## src/rtl/dmem_arb_pkg.sv

```systemverilog
// Shared types and widths for the data-memory arbiter.
package dmem_arb_pkg;

   localparam int unsigned CNT_W = 4;

   typedef enum logic [1:0] {IDLE, ACCESS, DONE} arb_state_t;
   typedef enum logic       {OWN_CPU, OWN_DMA}    owner_t;

endpackage

```

## src/rtl/dmem_arbiter_starve_counter.sv

```systemverilog
// Saturating counter of consecutive CPU grants made while the DMA port waits.
module starve_counter
   import dmem_arb_pkg::*;
#(
   parameter int unsigned MAX = 4
) (
   input  logic clk_i,
   input  logic rst_ni,
   input  logic inc_i,
   input  logic clr_i,
   output logic sat_o
);

   localparam logic [CNT_W-1:0] MAX_C = CNT_W'(MAX);

   logic [CNT_W-1:0] cnt_q, cnt_d;

   always_comb begin
      cnt_d = cnt_q;
      if (clr_i) begin
         cnt_d = '0;
      end else if (inc_i && (cnt_q != MAX_C)) begin
         cnt_d = cnt_q + 1'b1;
      end
   end

   always_ff @(posedge clk_i or negedge rst_ni) begin
      if (!rst_ni) begin
         cnt_q <= '0;
      end else begin
         cnt_q <= cnt_d;
      end
   end

   assign sat_o = (cnt_q == MAX_C);

endmodule

```

## src/rtl/dmem_arbiter.sv

```systemverilog
// Two-port arbiter for the data memory: CPU has priority, DMA is guaranteed
// a grant after STARVE_MAX back-to-back CPU grants while it waits.
module dmem_arbiter
   import dmem_arb_pkg::*;
#(
   parameter int unsigned DATA_W     = 64,
   parameter int unsigned ADDR_W     = 64,
   parameter int unsigned MEM_LAT    = 1,
   parameter int unsigned STARVE_MAX = 4
) (
   input  logic              clk,
   input  logic              rst,
   input  logic              cpu_req,
   input  logic              cpu_we,
   input  logic [ADDR_W-1:0] cpu_addr,
   input  logic [DATA_W-1:0] cpu_wdata,
   output logic [DATA_W-1:0] cpu_rdata,
   output logic              cpu_ack,
   output logic              cpu_stall,
   input  logic              dma_req,
   input  logic              dma_we,
   input  logic [ADDR_W-1:0] dma_addr,
   input  logic [DATA_W-1:0] dma_wdata,
   output logic [DATA_W-1:0] dma_rdata,
   output logic              dma_ack,
   output logic [ADDR_W-1:0] mem_addr,
   output logic              mem_we,
   output logic              mem_re,
   output logic [DATA_W-1:0] mem_wdata,
   input  logic [DATA_W-1:0] mem_rdata
);

   localparam logic [CNT_W-1:0] LAT_C = CNT_W'(MEM_LAT);

   arb_state_t        state_q, state_d;
   owner_t            owner_q, owner_d;
   logic              we_q, we_d;
   logic [ADDR_W-1:0] addr_q, addr_d;
   logic [DATA_W-1:0] wdata_q, wdata_d;
   logic [CNT_W-1:0]  lat_q, lat_d;
   logic [DATA_W-1:0] cpu_rdata_q, cpu_rdata_d;
   logic [DATA_W-1:0] dma_rdata_q, dma_rdata_d;
   logic              starve_inc, starve_clr, starve_sat;

   starve_counter #(
      .MAX (STARVE_MAX)
   ) u_starve (
      .clk_i  (clk),
      .rst_ni (rst),
      .inc_i  (starve_inc),
      .clr_i  (starve_clr),
      .sat_o  (starve_sat)
   );

   always_comb begin
      state_d     = state_q;
      owner_d     = owner_q;
      we_d        = we_q;
      addr_d      = addr_q;
      wdata_d     = wdata_q;
      lat_d       = lat_q;
      cpu_rdata_d = cpu_rdata_q;
      dma_rdata_d = dma_rdata_q;
      starve_inc  = 1'b0;
      starve_clr  = 1'b0;
      mem_addr    = '0;
      mem_wdata   = '0;
      mem_we      = 1'b0;
      mem_re      = 1'b0;
      cpu_ack     = 1'b0;
      dma_ack     = 1'b0;

      unique case (state_q)
         IDLE: begin
            if (dma_req && (!cpu_req || starve_sat)) begin
               owner_d    = OWN_DMA;
               we_d       = dma_we;
               addr_d     = dma_addr;
               wdata_d    = dma_wdata;
               lat_d      = LAT_C;
               state_d    = ACCESS;
               starve_clr = 1'b1;
            end else if (cpu_req) begin
               owner_d    = OWN_CPU;
               we_d       = cpu_we;
               addr_d     = cpu_addr;
               wdata_d    = cpu_wdata;
               lat_d      = LAT_C;
               state_d    = ACCESS;
               starve_inc = dma_req;
               starve_clr = !dma_req;
            end
         end
         ACCESS: begin
            mem_addr  = addr_q;
            mem_wdata = wdata_q;
            mem_re    = !we_q;
            // lat_q still equals MEM_LAT only in the first ACCESS cycle
            mem_we    = we_q && (lat_q == LAT_C);
            lat_d     = lat_q - 1'b1;
            if (lat_q == CNT_W'(1)) begin
               state_d = DONE;
               if (!we_q) begin
                  if (owner_q == OWN_CPU) begin
                     cpu_rdata_d = mem_rdata;
                  end else begin
                     dma_rdata_d = mem_rdata;
                  end
               end
            end
         end
         DONE: begin
            cpu_ack = (owner_q == OWN_CPU);
            dma_ack = (owner_q == OWN_DMA);
            state_d = IDLE;
         end
         default: begin
            state_d = IDLE;
         end
      endcase
   end

   always_ff @(posedge clk or negedge rst) begin
      if (!rst) begin
         state_q     <= IDLE;
         owner_q     <= OWN_CPU;
         we_q        <= 1'b0;
         addr_q      <= '0;
         wdata_q     <= '0;
         lat_q       <= '0;
         cpu_rdata_q <= '0;
         dma_rdata_q <= '0;
      end else begin
         state_q     <= state_d;
         owner_q     <= owner_d;
         we_q        <= we_d;
         addr_q      <= addr_d;
         wdata_q     <= wdata_d;
         lat_q       <= lat_d;
         cpu_rdata_q <= cpu_rdata_d;
         dma_rdata_q <= dma_rdata_d;
      end
   end

   assign cpu_rdata = cpu_rdata_q;
   assign dma_rdata = dma_rdata_q;
   assign cpu_stall = cpu_req & ~cpu_ack;

endmodule

```

## config.mk

```make
export PLATFORM = sky130hd
export DESIGN_NAME = dmem_arbiter
export DESIGN_NICKNAME = d
export VERILOG_FILES = /design/src/rtl/dmem_arb_pkg.sv /design/src/rtl/dmem_arbiter_starve_counter.sv /design/src/rtl/dmem_arbiter.sv
export SDC_FILE = /design/constraint.sdc
export NUM_CORES = 1
export LEC_CHECK = 0
export CELL_PAD_IN_SITES_DETAIL_PLACEMENT = 0
export CELL_PAD_IN_SITES_GLOBAL_PLACEMENT = 1
export CORE_AREA = 5 5 227 229
export CTS_CLUSTER_SIZE = 24
export DETAILED_ROUTE_END_ITERATION = 7
export DIE_AREA = 0 0 232 234
export PLACE_DENSITY = 0.68
export SYNTH_ARGS = -nofsm -noshare
export SYNTH_HDL_FRONTEND = slang
export SYNTH_SLANG_ARGS = --single-unit
export TNS_END_PERCENT = 10
```

## constraint.sdc

```tcl
create_clock -name clk -period 6.45 [get_ports clk]
set_input_delay 1.29 -clock clk [delete_from_list [all_inputs] [get_ports clk]]
set_output_delay 1.29 -clock clk [all_outputs]
set_load 0.01 [all_outputs]
```

==> out/metrics.cfg <==
[setup_path]
crit_family=buffers and inverters
worstPathCellList=clkdlybuf4s50_1 -> inv_4 -> nor2_1 -> clkdlybuf4s50_1
crit_buf_inv=3
path_max_fanout=49
end_kind=output port
critPathLaunchType=input port
crit_top_cell=clkdlybuf4s50_1
max_stage_delay_ns=0.50
worstSetupPathType=input port to output port
slowest_stage=clkdlybuf4s50_1
cp.arrival_ns=2.85
worstPathRequired_ns=5.16
reg2reg_setup_slack_ns=3.46

[floorplanning]
dieArea_um2=54300
ioPinCount=587
die_w_um=232
start_util_pct=26.3
row_count=82
die_h_um=234
coreArea_um2=49500

[layout]
mostFrequentLayoutCell=clkdlybuf4s50_1
fin_area_um2=20400
syn2layout_area_growth_pct=56.9
fillers=4872
finalNetCount=2059
drive_gt1_share_pct=11.8
final_cell_mix=clkdlybuf4s50_1, dfrtp_1, inv_1
fin_cells=2429

[route]
avgRoutedWirePerCell_um=22.1
vias=12200
wl_met1_um=21400
antenna_left=0
top_layer_used=met5
wl_met3_um=4610
routed-wl-met2_um=25800
drc=0
vias_per_cell=5.02
firstDrtPassIters=4
wl_um=53600
drt_iter0_drc=753

[run]
cap_violations=0

[logic_synthesis]
seq_area_frac_synth_pct=51.6
async_flop_share_pct=100
synth.distinct_cells=36
synth_edf_count=0
synth_nets=1568
synth-seq-cells=268
synth.avg_cell_area_um2=10.5
synthCells=1238
ys.flop_type=dfrtp_1
yosys_warnings=0
synth_area_um2=13000

[timing]
final-setup-viol-count=0
fin_crit_sh_pct=64.2
fmax_mhz=241
period_minus_slack_ns=4.14
final_hold_viol_count=0
slew_violations=0
rsz0062_at_grt=false
finClkSkew_ns=0.0117
worst_pin_slew_ns=1.29
tns_ns=0
relSlewSlack_pct=14.2

[cts]
clockBufferDepth=3
cts_hold_buf=0
clkLatencyLatePin_ns=0.53
clkTransAtPathRegs_ns=0.06
postCtsSetupRepairBufs=0
cts_buffers=34
cts-htree-levels=2
ctsRootBufferMaster=clkbuf_16
post_cts_resized=0
clock-sinks=268
cts_tree=yes

[hold_path]
min_path_type=flip-flop to flip-flop

[place]
gp_congestion=0.821
hpwlAfterDp_um=36700
dpl_cell_area_um2=19300
placed_cells=2365
io_buffers=586

[global_route]
first_global_vias=13000
grt_max_degree=263
overflow=0
grtUsageTotal_pct=18.8
antenna_found_initial=6
grt_pass1_wl_um=80100

[outcome]
status=finished, final reports clean

[pwr]
p_leak_nw=8.07
powerDensity_nw_per_um2=485
irDropWorstVdd_v=0.000612

==> per-stage QoR <==
stage / util, % / setup WS (ns) / power, mW / hold slack (ns)
finish: 41.3 / 2.31 / 9.89 / 0.485
floorplan: - / 3.39 / 5.43 / 0.495
global route: 41.3 / 2.13 / 10.5 / 0.510
detailed placement: 39.0 / 2.04 / 8.09 / 0.479
global placement: 39.0 / 2.05 / 8.00 / 0.470
CTS: 41.2 / 2.23 / 10.0 / 0.492
==> cell type report <==
| class | instances | area (um^2) | area share (%) |
|---|---|---|---|
| antenna | 4 | 10.0 | 0.0491 |
| clock buffer | 48 | 1000 | 4.92 |
| clock inverter | 12 | 114 | 0.558 |
| inverter | 135 | 509 | 2.50 |
| multi-input combinational | 690 | 5220 | 25.6 |
| sequential | 268 | 6710 | 32.9 |
| tap | 672 | 841 | 4.12 |
| timing repair buffer | 600 | 6000 | 29.4 |
==> path summary, 6_finish.rpt <==
| kind | endpoint | startpoint | cells after the start |
|---|---|---|---|
| setup reg to reg | wdata_q[0]$_DFFE_PN0P_ | u_starve.cnt_q[0]$_DFFE_PN0P_ | 6 |
| hold / removal | cpu_rdata[13]$_DFFE_PN0P_ | cpu_rdata[13]$_DFFE_PN0P_ | 1 |
| setup / recovery | cpu_stall | cpu_req | 4 |
| min in group asynchronous | wdata_q[37]$_DFFE_PN0P_ | rst | 1 |
| max in group asynchronous | cpu_rdata[29]$_DFFE_PN0P_ | rst | 2 |
| hold reg to reg | cpu_rdata[13]$_DFFE_PN0P_ | cpu_rdata[13]$_DFFE_PN0P_ | 1 |
==> logic make-up after synthesis <==
kind of cell | count (synthesis) | synth area share [%]
AND/OR/NAND/NOR | 284 | 9.98
buffers and inverters | 280 | 8.60
AO/OA/AOI/OAI | 271 | 18.1
flip-flops | 268 | 51.6
multiplexers | 129 | 11.2
adder cells (fa/ha/maj) | 4 | 0.385
XOR/XNOR | 2 | 0.135
==> cell usage after synthesis, types with 2 or more instances <==
cell | n | area, um^2
nor2b_1 | 3 | 18.8
mux2_1 | 5 | 56.3
buf_1 | 20 | 75.1
ha_1 | 4 | 50.1
mux2_2 | 124 | 1400
buf_6 | 6 | 67.6
o2111ai_1 | 129 | 1130
a22o_1 | 4 | 35.0
nor3b_1 | 3 | 22.5
o221ai_1 | 129 | 1130
dfrtp_1 | 268 | 6710
o22ai_1 | 2 | 12.5
nand3_1 | 131 | 656
nand2_1 | 4 | 15.0
nor3_1 | 3 | 15.0
nor2_1 | 132 | 495
buf_2 | 17 | 85.1
clkbuf_1 | 101 | 379
xnor2_1 | 2 | 17.5
inv_1 | 135 | 507
==> power breakdown <==
group / internal (mW) / switching (mW)
combinational: 2.57 / 2.56
clock: 1.13 / 0.761
sequential: 2.53 / 0.337
==> sequential cells by signal, summed over array words and instances (netlist names) <==
| signal | flops |
|---|---|
| state_q | 2 |
| we_q | 1 |
| addr_q | 64 |
| owner_q | 1 |
| wdata_q | 64 |
| dma_rdata | 64 |
| cpu_rdata | 64 |
| lat_q | 4 |
| u_starve.cnt_q | 4 |
==> per-layer routing <==
metal / vias up / GRT usage [%]
li1: 5582 / -
met1: 5989 / 23.2
met2: 537 / 30.9
met3: 90 / 6.08
met4: 4 / 6.91
met5: - / 0
Power figures use the tool's default switching activity.
